**src/rtl/timer_ctrl.sv**
```systemverilog
// Sequencing and compare/interrupt controller for timer_core: start/stop/reload sequencing,
// compare match detection, sticky interrupt with overrun, and a match event counter.
module timer_ctrl #(
  parameter int unsigned CNT_W       = 32,
  parameter int unsigned MATCH_CNT_W = 16
) (
  input  logic                   axi_clk,
  input  logic                   rst_n,
  input  logic                   cfg_start,
  input  logic                   cfg_stop,
  input  logic                   cfg_periodic,
  input  logic [CNT_W-1:0]       cfg_compare,
  input  logic [31:0]            cfg_prescaler,
  input  logic                   cfg_irq_en,
  input  logic                   irq_clear,
  input  logic [CNT_W-1:0]       counter,
  output logic                   tmr_enable,
  output logic                   tmr_reset_counter,
  output logic [31:0]            tmr_prescaler,
  output logic                   busy,
  output logic                   done,
  output logic                   irq,
  output logic                   irq_status,
  output logic                   overrun,
  output logic                   cfg_err,
  output logic [MATCH_CNT_W-1:0] match_count
);

  typedef enum logic [2:0] {
    StIdle,
    StClear,
    StRun,
    StReload,
    StDone
  } state_e;

  state_e                 state_q, state_d;
  logic [CNT_W-1:0]       compare_q, compare_d;
  logic [31:0]            prescaler_q, prescaler_d;
  logic                   irq_status_q, irq_status_d;
  logic                   overrun_q, overrun_d;
  logic                   cfg_err_q, cfg_err_d;
  logic [MATCH_CNT_W-1:0] match_count_q, match_count_d;

  logic match_hit;
  logic compare_ok;

  assign match_hit  = (state_q == StRun) && (counter == compare_q);
  assign compare_ok = (cfg_compare != '0);

  always_comb begin
    state_d       = state_q;
    compare_d     = compare_q;
    prescaler_d   = prescaler_q;
    irq_status_d  = irq_clear ? 1'b0 : irq_status_q;
    overrun_d     = overrun_q;
    cfg_err_d     = cfg_err_q;
    match_count_d = match_count_q;

    // Stop outranks start and any match in the same cycle.
    if (cfg_stop) begin
      state_d = StIdle;
    end else if (cfg_start) begin
      if (compare_ok) begin
        compare_d     = cfg_compare;
        prescaler_d   = cfg_prescaler;
        match_count_d = '0;
        overrun_d     = 1'b0;
        cfg_err_d     = 1'b0;
        state_d       = StClear;
      end else begin
        cfg_err_d = 1'b1;
      end
    end else begin
      unique case (state_q)
        StIdle:  state_d = StIdle;
        StClear: state_d = StRun;
        StRun: begin
          if (match_hit) begin
            // Match set wins over a same-cycle clear; overrun only if the flag survives.
            irq_status_d  = 1'b1;
            match_count_d = match_count_q + 1'b1;
            if (irq_status_q && !irq_clear) begin
              overrun_d = 1'b1;
            end
            state_d = cfg_periodic ? StReload : StDone;
          end
        end
        StReload: begin
          if (compare_ok) begin
            compare_d   = cfg_compare;
            prescaler_d = cfg_prescaler;
          end
          state_d = StRun;
        end
        StDone:  state_d = StDone;
        default: state_d = StIdle;
      endcase
    end
  end

  always_ff @(posedge axi_clk or negedge rst_n) begin
    if (!rst_n) begin
      state_q       <= StIdle;
      compare_q     <= '0;
      prescaler_q   <= '0;
      irq_status_q  <= 1'b0;
      overrun_q     <= 1'b0;
      cfg_err_q     <= 1'b0;
      match_count_q <= '0;
    end else begin
      state_q       <= state_d;
      compare_q     <= compare_d;
      prescaler_q   <= prescaler_d;
      irq_status_q  <= irq_status_d;
      overrun_q     <= overrun_d;
      cfg_err_q     <= cfg_err_d;
      match_count_q <= match_count_d;
    end
  end

  // Enable drops combinationally on the match cycle so the core holds the compare value.
  assign tmr_enable        = (state_q == StRun) && !match_hit;
  assign tmr_reset_counter = (state_q == StClear) || (state_q == StReload);
  assign tmr_prescaler     = prescaler_q;
  assign busy              = (state_q == StClear) || (state_q == StRun) || (state_q == StReload);
  assign done              = (state_q == StDone);
  assign irq_status        = irq_status_q;
  assign irq               = irq_status_q && cfg_irq_en;
  assign overrun           = overrun_q;
  assign cfg_err           = cfg_err_q;
  assign match_count       = match_count_q;

endmodule

```
**config.mk**
```make
export PLATFORM = sky130hd
export DESIGN_NAME = timer_ctrl
export DESIGN_NICKNAME = d
export VERILOG_FILES = /design/src/rtl/timer_ctrl.sv
export SDC_FILE = /design/constraint.sdc
export NUM_CORES = 1
export LEC_CHECK = 0
export ABC_AREA = 1
export BUFFER_PORTS_ARGS = -buffer_cell sky130_fd_sc_hd__buf_2
export CAP_MARGIN = 30
export CORE_ASPECT_RATIO = 1.25
export CORE_MARGIN = 1.5
export CORE_UTILIZATION = 55
export CTS_BUF_LIST = sky130_fd_sc_hd__clkbuf_4 sky130_fd_sc_hd__clkbuf_8
export DETAILED_ROUTE_END_ITERATION = 8
export GPL_TIMING_DRIVEN = 0
export PLACE_DENSITY_LB_ADDON = 0.25
export SLEW_MARGIN = 20
export SYNTH_ARGS = -nofsm -noshare
export SYNTH_HDL_FRONTEND = slang
export SYNTH_SLANG_ARGS = --single-unit
```
**constraint.sdc**
```tcl
create_clock -name axi_clk -period 2.8 [get_ports axi_clk]
set_input_delay 0.14 -clock axi_clk [delete_from_list [all_inputs] [get_ports axi_clk]]
set_output_delay 0.14 -clock axi_clk [all_outputs]
set_load 0.02 [all_outputs]
```
After elaboration in Yosys (flattened, before gate mapping)
Index checks and enable logic that the tools add are counted.
{"block": "word_totals", "regBits": 86, "output_inout_bits": 56, "word_cells": 64}
{"block": "classes", "n_addsub": 1, "eq_ne": 8, "muxes": 27, "bitwise": 1, "n_reduce_logical": 20}
{"cell": "32-bit two-way mux", "n": 6}
{"cell": "16-bit two-way mux", "n": 4}
{"cell": "32-bit == test", "n": 1}
{"cell": "32-bit nonzero test", "n": 1}
{"cell": "16-bit by 1-bit adder with 16-bit output, second input constant", "n": 1}
{"cell": "3-bit two-way mux", "n": 5}
{"cell": "1-bit two-way mux", "n": 11}
{"cell": "3-bit case mux with 3 select lines", "n": 1}
{"cell": "2-bit nonzero test", "n": 4}
{"cell": "3-bit by 2-bit == test with 1-bit output, second input constant", "n": 2}
{"cell": "2-bit AND reduction", "n": 3}
{"cell": "5-bit AND reduction", "n": 1}
{"cell": "1-bit logical AND", "n": 4}
{"cell": "4-bit != test, second input constant", "n": 1}
{"cell": "4-bit AND reduction", "n": 1}
{"cell": "3-bit by 1-bit == test with 1-bit output, second input constant", "n": 1}
{"cell": "3-bit == test, second input constant", "n": 1}
{"cell": "1-bit logical OR", "n": 3}
{"cell": "3-bit by 1-bit != test with 1-bit output, second input constant", "n": 1}
{"cell": "1-bit zero test", "n": 2}
{"cell": "2-bit by 1-bit != test with 1-bit output, second input constant", "n": 1}
{"cell": "2-bit OR reduction", "n": 1}
{"cell": "1-bit inverter", "n": 1}

Depth between registers and ports, before layout
{"block": "depth", "ltp_word": 6, "depth_mapped": 13, "depth_no_buf": 12}

Least setup slack after synthesis
Ideal clock, no wire load.
{"block": "synth_timing", "path_kind": "register -> register", "startpoint": "register match_count_q[0], in the netlist match_count[0]", "endpoint": "register match_count_q[14], in the netlist match_count[14]", "setup_ns": 0.066, "arrival_time_ns": 1.622, "required_time_ns": 2.734, "setup_slack_ns": 1.113, "stages_incl_launch_ff": 9, "path_buffers": 0, "period_less_slack_ns": 1.687, "path_cell_list": "dfrtp_1 ha_1 nand2_1 nor3_1 nand4_1 xor2_1 nor2_1 nand3_1 nand2_1"}
{"block": "synth_between", "elab_chain_cells": 4}
{"item": "from (decl)", "line": "43", "source": "logic [MATCH_CNT_W-1:0] match_count_q, match_count_d;"}
{"item": "from (signal assigned)", "line": "118", "source": "match_count_q <= match_count_d;"}
{"item": "16-bit by 1-bit adder with 16-bit output", "line": "82", "source": "match_count_d = match_count_q + 1'b1;"}
{"item": "16-bit two-way mux", "line": "79", "source": "if (match_hit) begin"}
{"item": "16-bit two-way mux", "line": "75", "source": "unique case (state_q)"}
{"item": "16-bit two-way mux", "line": "63", "source": "end else if (cfg_start) begin"}
No other way between the ends. The select of a mux whose other input is x is not followed.
A chain may end at the register's enable or synchronous reset.

Final worst setup path
{"block": "layout_timing", "startpoint": "register compare_q[10]", "endpoint": "output port tmr_enable"}
{"block": "layout_between", "elab_chain_cells": 4}
{"item": "from (decl)", "line": "38", "source": "logic [CNT_W-1:0] compare_q, compare_d;"}
{"item": "from (signal assigned)", "line": "113", "source": "compare_q <= compare_d;"}
{"item": "32-bit == test", "line": "48", "source": "assign match_hit = (state_q == StRun) && (counter == compare_q);"}
{"item": "1-bit logical AND", "line": "48"}
{"item": "1-bit zero test", "line": "123", "source": "assign tmr_enable = (state_q == StRun) && !match_hit;"}
{"item": "1-bit logical AND", "line": "123"}
{"item": "to (decl)", "line": "17", "source": "output logic tmr_enable,"}
No other way between the ends.

==> metrics.txt <==
# TYPE chip_impl_metric gauge
chip_impl_metric{name="worst_clock_skew",unit="ns"} 0.00824
chip_impl_metric{name="h_tree_depth",unit=""} 3
chip_impl_metric{name="netlist_instances",unit=""} 591
chip_impl_metric{name="grt_pass1_vias",unit=""} 4389
chip_impl_metric{name="worst_slew_pin_slew",unit="ns"} 0.593
chip_impl_metric{name="syn_nets",unit=""} 695
chip_impl_metric{name="place_hpwl",unit="mm"} 8.63
chip_impl_metric{name="post_route_setup_tns",unit="ns"} 0
chip_impl_info{name="cts_tree",value="built"} 1
chip_impl_metric{name="fmaxAchievable",unit="MHz"} 506
chip_impl_metric{name="initial_antenna_violation_count",unit=""} 0
chip_impl_metric{name="placementRows",unit=""} 36
chip_impl_metric{name="crit_path_max_fanout",unit=""} 3
chip_impl_metric{name="final_min_period_over_clock_period",unit=""} 0.705
chip_impl_metric{name="power_leakage",unit="nW"} 3.26
chip_impl_metric{name="antenna-diode-count",unit=""} 0
chip_impl_info{name="timing.hold.worst.class",value="primary input to flip-flop"} 1
chip_impl_metric{name="drt.antenna.violating_nets",unit=""} 0
chip_impl_metric{name="worst_skew_pair.late_latency",unit="ns"} 0.36
chip_impl_metric{name="number_of_synthesized_register_bits",unit=""} 86
chip_impl_info{name="worstSetupPathType",value="flip-flop to primary output"} 1
chip_impl_info{name="yosysTopAreaCell",value="dfrtp_1"} 1
chip_impl_metric{name="synth-edff-count",unit=""} 0
chip_impl_metric{name="vdd.ir_drop.worst",unit="V"} 0.000536
chip_impl_metric{name="final.fill_count",unit=""} 617
chip_impl_info{name="critical_path.endpoint_type",value="primary output"} 1
chip_impl_metric{name="top_level_ports",unit=""} 159
chip_impl_info{name="final_cell_mix",value="buf_2, nand2_1, inv_1"} 1
chip_impl_metric{name="yosys_warnings",unit=""} 0
chip_impl_metric{name="power.density",unit="nW/um^2"} 517
chip_impl_metric{name="clock_pin_slew_worst_setup_and_hold_paths",unit="ns"} 0.08
chip_impl_metric{name="setup-violations-final",unit=""} 0
chip_impl_info{name="grt_setup_unrepaired",value="no"} 1
chip_impl_info{name="top_cells_by_area_synth",value="dfrtp_1, nand2_1, inv_1"} 1
chip_impl_info{name="outcome",value="completed"} 1
chip_impl_metric{name="fin_nets",unit=""} 882
chip_impl_metric{name="syn_to_final_growth",unit="%"} 28.2
chip_impl_metric{name="globalRouteOverflowTotal",unit=""} 0
chip_impl_metric{name="port-buffer-count",unit=""} 158
chip_impl_metric{name="chipHeight",unit="um"} 105
chip_impl_metric{name="layout_cell_share_with_drive_strength_beyond_1",unit=""} 0.276
chip_impl_metric{name="post-cts-setup-buffer-count",unit=""} 0
chip_impl_metric{name="detailedRoute.firstIterationViolations",unit=""} 232
chip_impl_metric{name="place.detailed.instances",unit=""} 845
chip_impl_metric{name="yosysSeqAreaShare",unit=""} 0.474
chip_impl_metric{name="timing.final.max_slew_violations",unit=""} 0
chip_impl_info{name="root_buffer",value="clkbuf_8"} 1
chip_impl_metric{name="vias",unit=""} 4349
chip_impl_metric{name="holdWs",unit="ns"} 0.0101
chip_impl_metric{name="max-slew-margin-rel",unit=""} 0.605
chip_impl_metric{name="synth.top_cell.area_share",unit=""} 0.474
chip_impl_metric{name="grt_first_pass_wirelength",unit="mm"} 19.8
chip_impl_metric{name="final_util",unit=""} 0.739
chip_impl_metric{name="tritoncts_num_sinks",unit=""} 86
chip_impl_metric{name="clockBufferDepth",unit=""} 2
chip_impl_info{name="synthFlopType",value="dfrtp_1"} 1
chip_impl_metric{name="start_util",unit=""} 0.576
chip_impl_info{name="worst_setup_path_start_kind",value="flip-flop"} 1
chip_impl_metric{name="routabilityCongestion",unit=""} 0.895
chip_impl_metric{name="cp_data_required_time",unit="ns"} 2.66
chip_impl_metric{name="cts_buf_count",unit=""} 9
chip_impl_metric{name="core_area",unit="um^2"} 7880
chip_impl_metric{name="design.die.area",unit="um^2"} 8820
chip_impl_metric{name="routed_wire_length_per_instance",unit="um"} 13.3
chip_impl_metric{name="drc_violations_left",unit=""} 0
chip_impl_metric{name="firstDrtPassIters",unit=""} 4
chip_impl_metric{name="via_per_inst",unit=""} 4.95
chip_impl_info{name="layout_commonest_cell",value="buf_2"} 1
chip_impl_metric{name="grt_util_all_layers",unit=""} 0.280
chip_impl_metric{name="clock_period_minus_worst_slack",unit="ns"} 1.97
chip_impl_metric{name="syn_area_per_cell",unit="um^2"} 7.69
chip_impl_metric{name="die_w",unit="um"} 84.3
chip_impl_metric{name="layout.cells.non_filler",unit=""} 878
chip_impl_metric{name="route.final.wire_length",unit="mm"} 11.7
chip_impl_metric{name="ys_async_sr_fraction",unit=""} 1.00
chip_impl_metric{name="max_cap_viol_count",unit=""} 0
chip_impl_metric{name="netlist_area_before_placement",unit="um^2"} 4540
chip_impl_metric{name="total_power",unit="mW"} 3.01
chip_impl_metric{name="critical_path_arrival",unit="ns"} 1.83
chip_impl_metric{name="grt_start_max_net_pins",unit=""} 46
chip_impl_metric{name="timing.final.hold_violations",unit=""} 0
chip_impl_metric{name="netlist-cell-type-count",unit=""} 33
## kinds of logic after synthesis
group           count (synthesis)  share of synthesized area
buf+inv                       124                      0.109
simple gates                  276                      0.270
fa+ha+maj                       1                    0.00275
compound gates                 72                     0.0826
xor+xnor                       32                     0.0617
flops                          86                      0.474
## Yosys cell counts (2+ instances only)
| cell type | number |
|---|---|
| nor2_1 | 37 |
| clkbuf_1 | 2 |
| nand2_1 | 169 |
| nand3_1 | 25 |
| dfrtp_1 | 86 |
| xnor2_1 | 22 |
| a21oi_1 | 3 |
| o21ai_1 | 65 |
| xor2_1 | 10 |
| inv_1 | 104 |
| buf_2 | 15 |
| nor3b_1 | 2 |
| nor3_1 | 8 |
| nor3_2 | 2 |
| nor2_2 | 4 |
| nand4_1 | 10 |
| nand2_2 | 11 |
## path summary, 6_finish.rpt
path,start,to,slack [ns],depth (start not counted)
worst max-delay path,compare_q[10],tmr_enable,0.83,9
worst min-delay path,cfg_prescaler[29],tmr_prescaler[29],0.01,3
worst max register to register,compare_q[10],match_count[2],1.04,11
worst min register to register,tmr_prescaler[13],tmr_prescaler[13],0.49,2
max in group asynchronous,rst_n,overrun,1.86,3
min in group asynchronous,rst_n,compare_q[17],0.31,2
## final cells by class
type / count / area (um^2) / share of cell area
inverter: 105 / 394 / 0.0677
buffer: 19 / 101 / 0.0174
tap: 95 / 119 / 0.0204
clock inverter: 5 / 35.0 / 0.00602
clock buffer: 11 / 145 / 0.0249
multi-input combinational: 381 / 1890 / 0.325
sequential: 86 / 2150 / 0.369
timing repair buffer: 176 / 983 / 0.169
## critical path, cell delays in order (launching register included)
cell     delay, ns
dfrtp_1       0.40
xnor2_1       0.18
nand2_1       0.07
nor2_1        0.15
nand2_1       0.09
nor2_2        0.16
nand2_1       0.12
nand2_1       0.11
inv_1         0.04
buf_2         0.15
## through the flow
step | instance area, um^2 | setup WS [ns]
after floorplan | 4540 | 1.11
after global placement | 5450 | 0.871
after detailed placement | 5470 | 1.05
after CTS | 5820 | 0.804
after global routing | 5820 | 0.692
final | 5820 | 0.825
## power breakdown
group / internal [mW] / switching (mW)
clock network: 0.357 / 0.462
logic: 0.284 / 0.416
registers: 1.38 / 0.110
total: 2.02 / 0.988
## state kept, by name (all words and copies together) (netlist names)
signal / count
cfg_err: 1
compare_q: 32
irq_status: 1
match_count: 16
overrun: 1
state_q: 3
tmr_prescaler: 32
## layer usage
| layer | routed length, um | global-route usage | up-vias |
|---|---|---|---|
| met2 | 5780 | 0.479 | 154 |
| met4 | 271 | 0.115 | 0 |
| met1 | 4830 | 0.340 | 1996 |
| met3 | 803 | 0.0616 | 21 |
| met5 | 0 | 0 | - |
| li1 | - | - | 2178 |
## timing repair
action / in CTS / in global routing
hold buffers: 17 / 0
endpoints found under the setup margin: 0 / 0
hold endpoints to repair: 60 / 0
gates resized for setup: 0 / 0
Power figures use the tool's default switching activity.
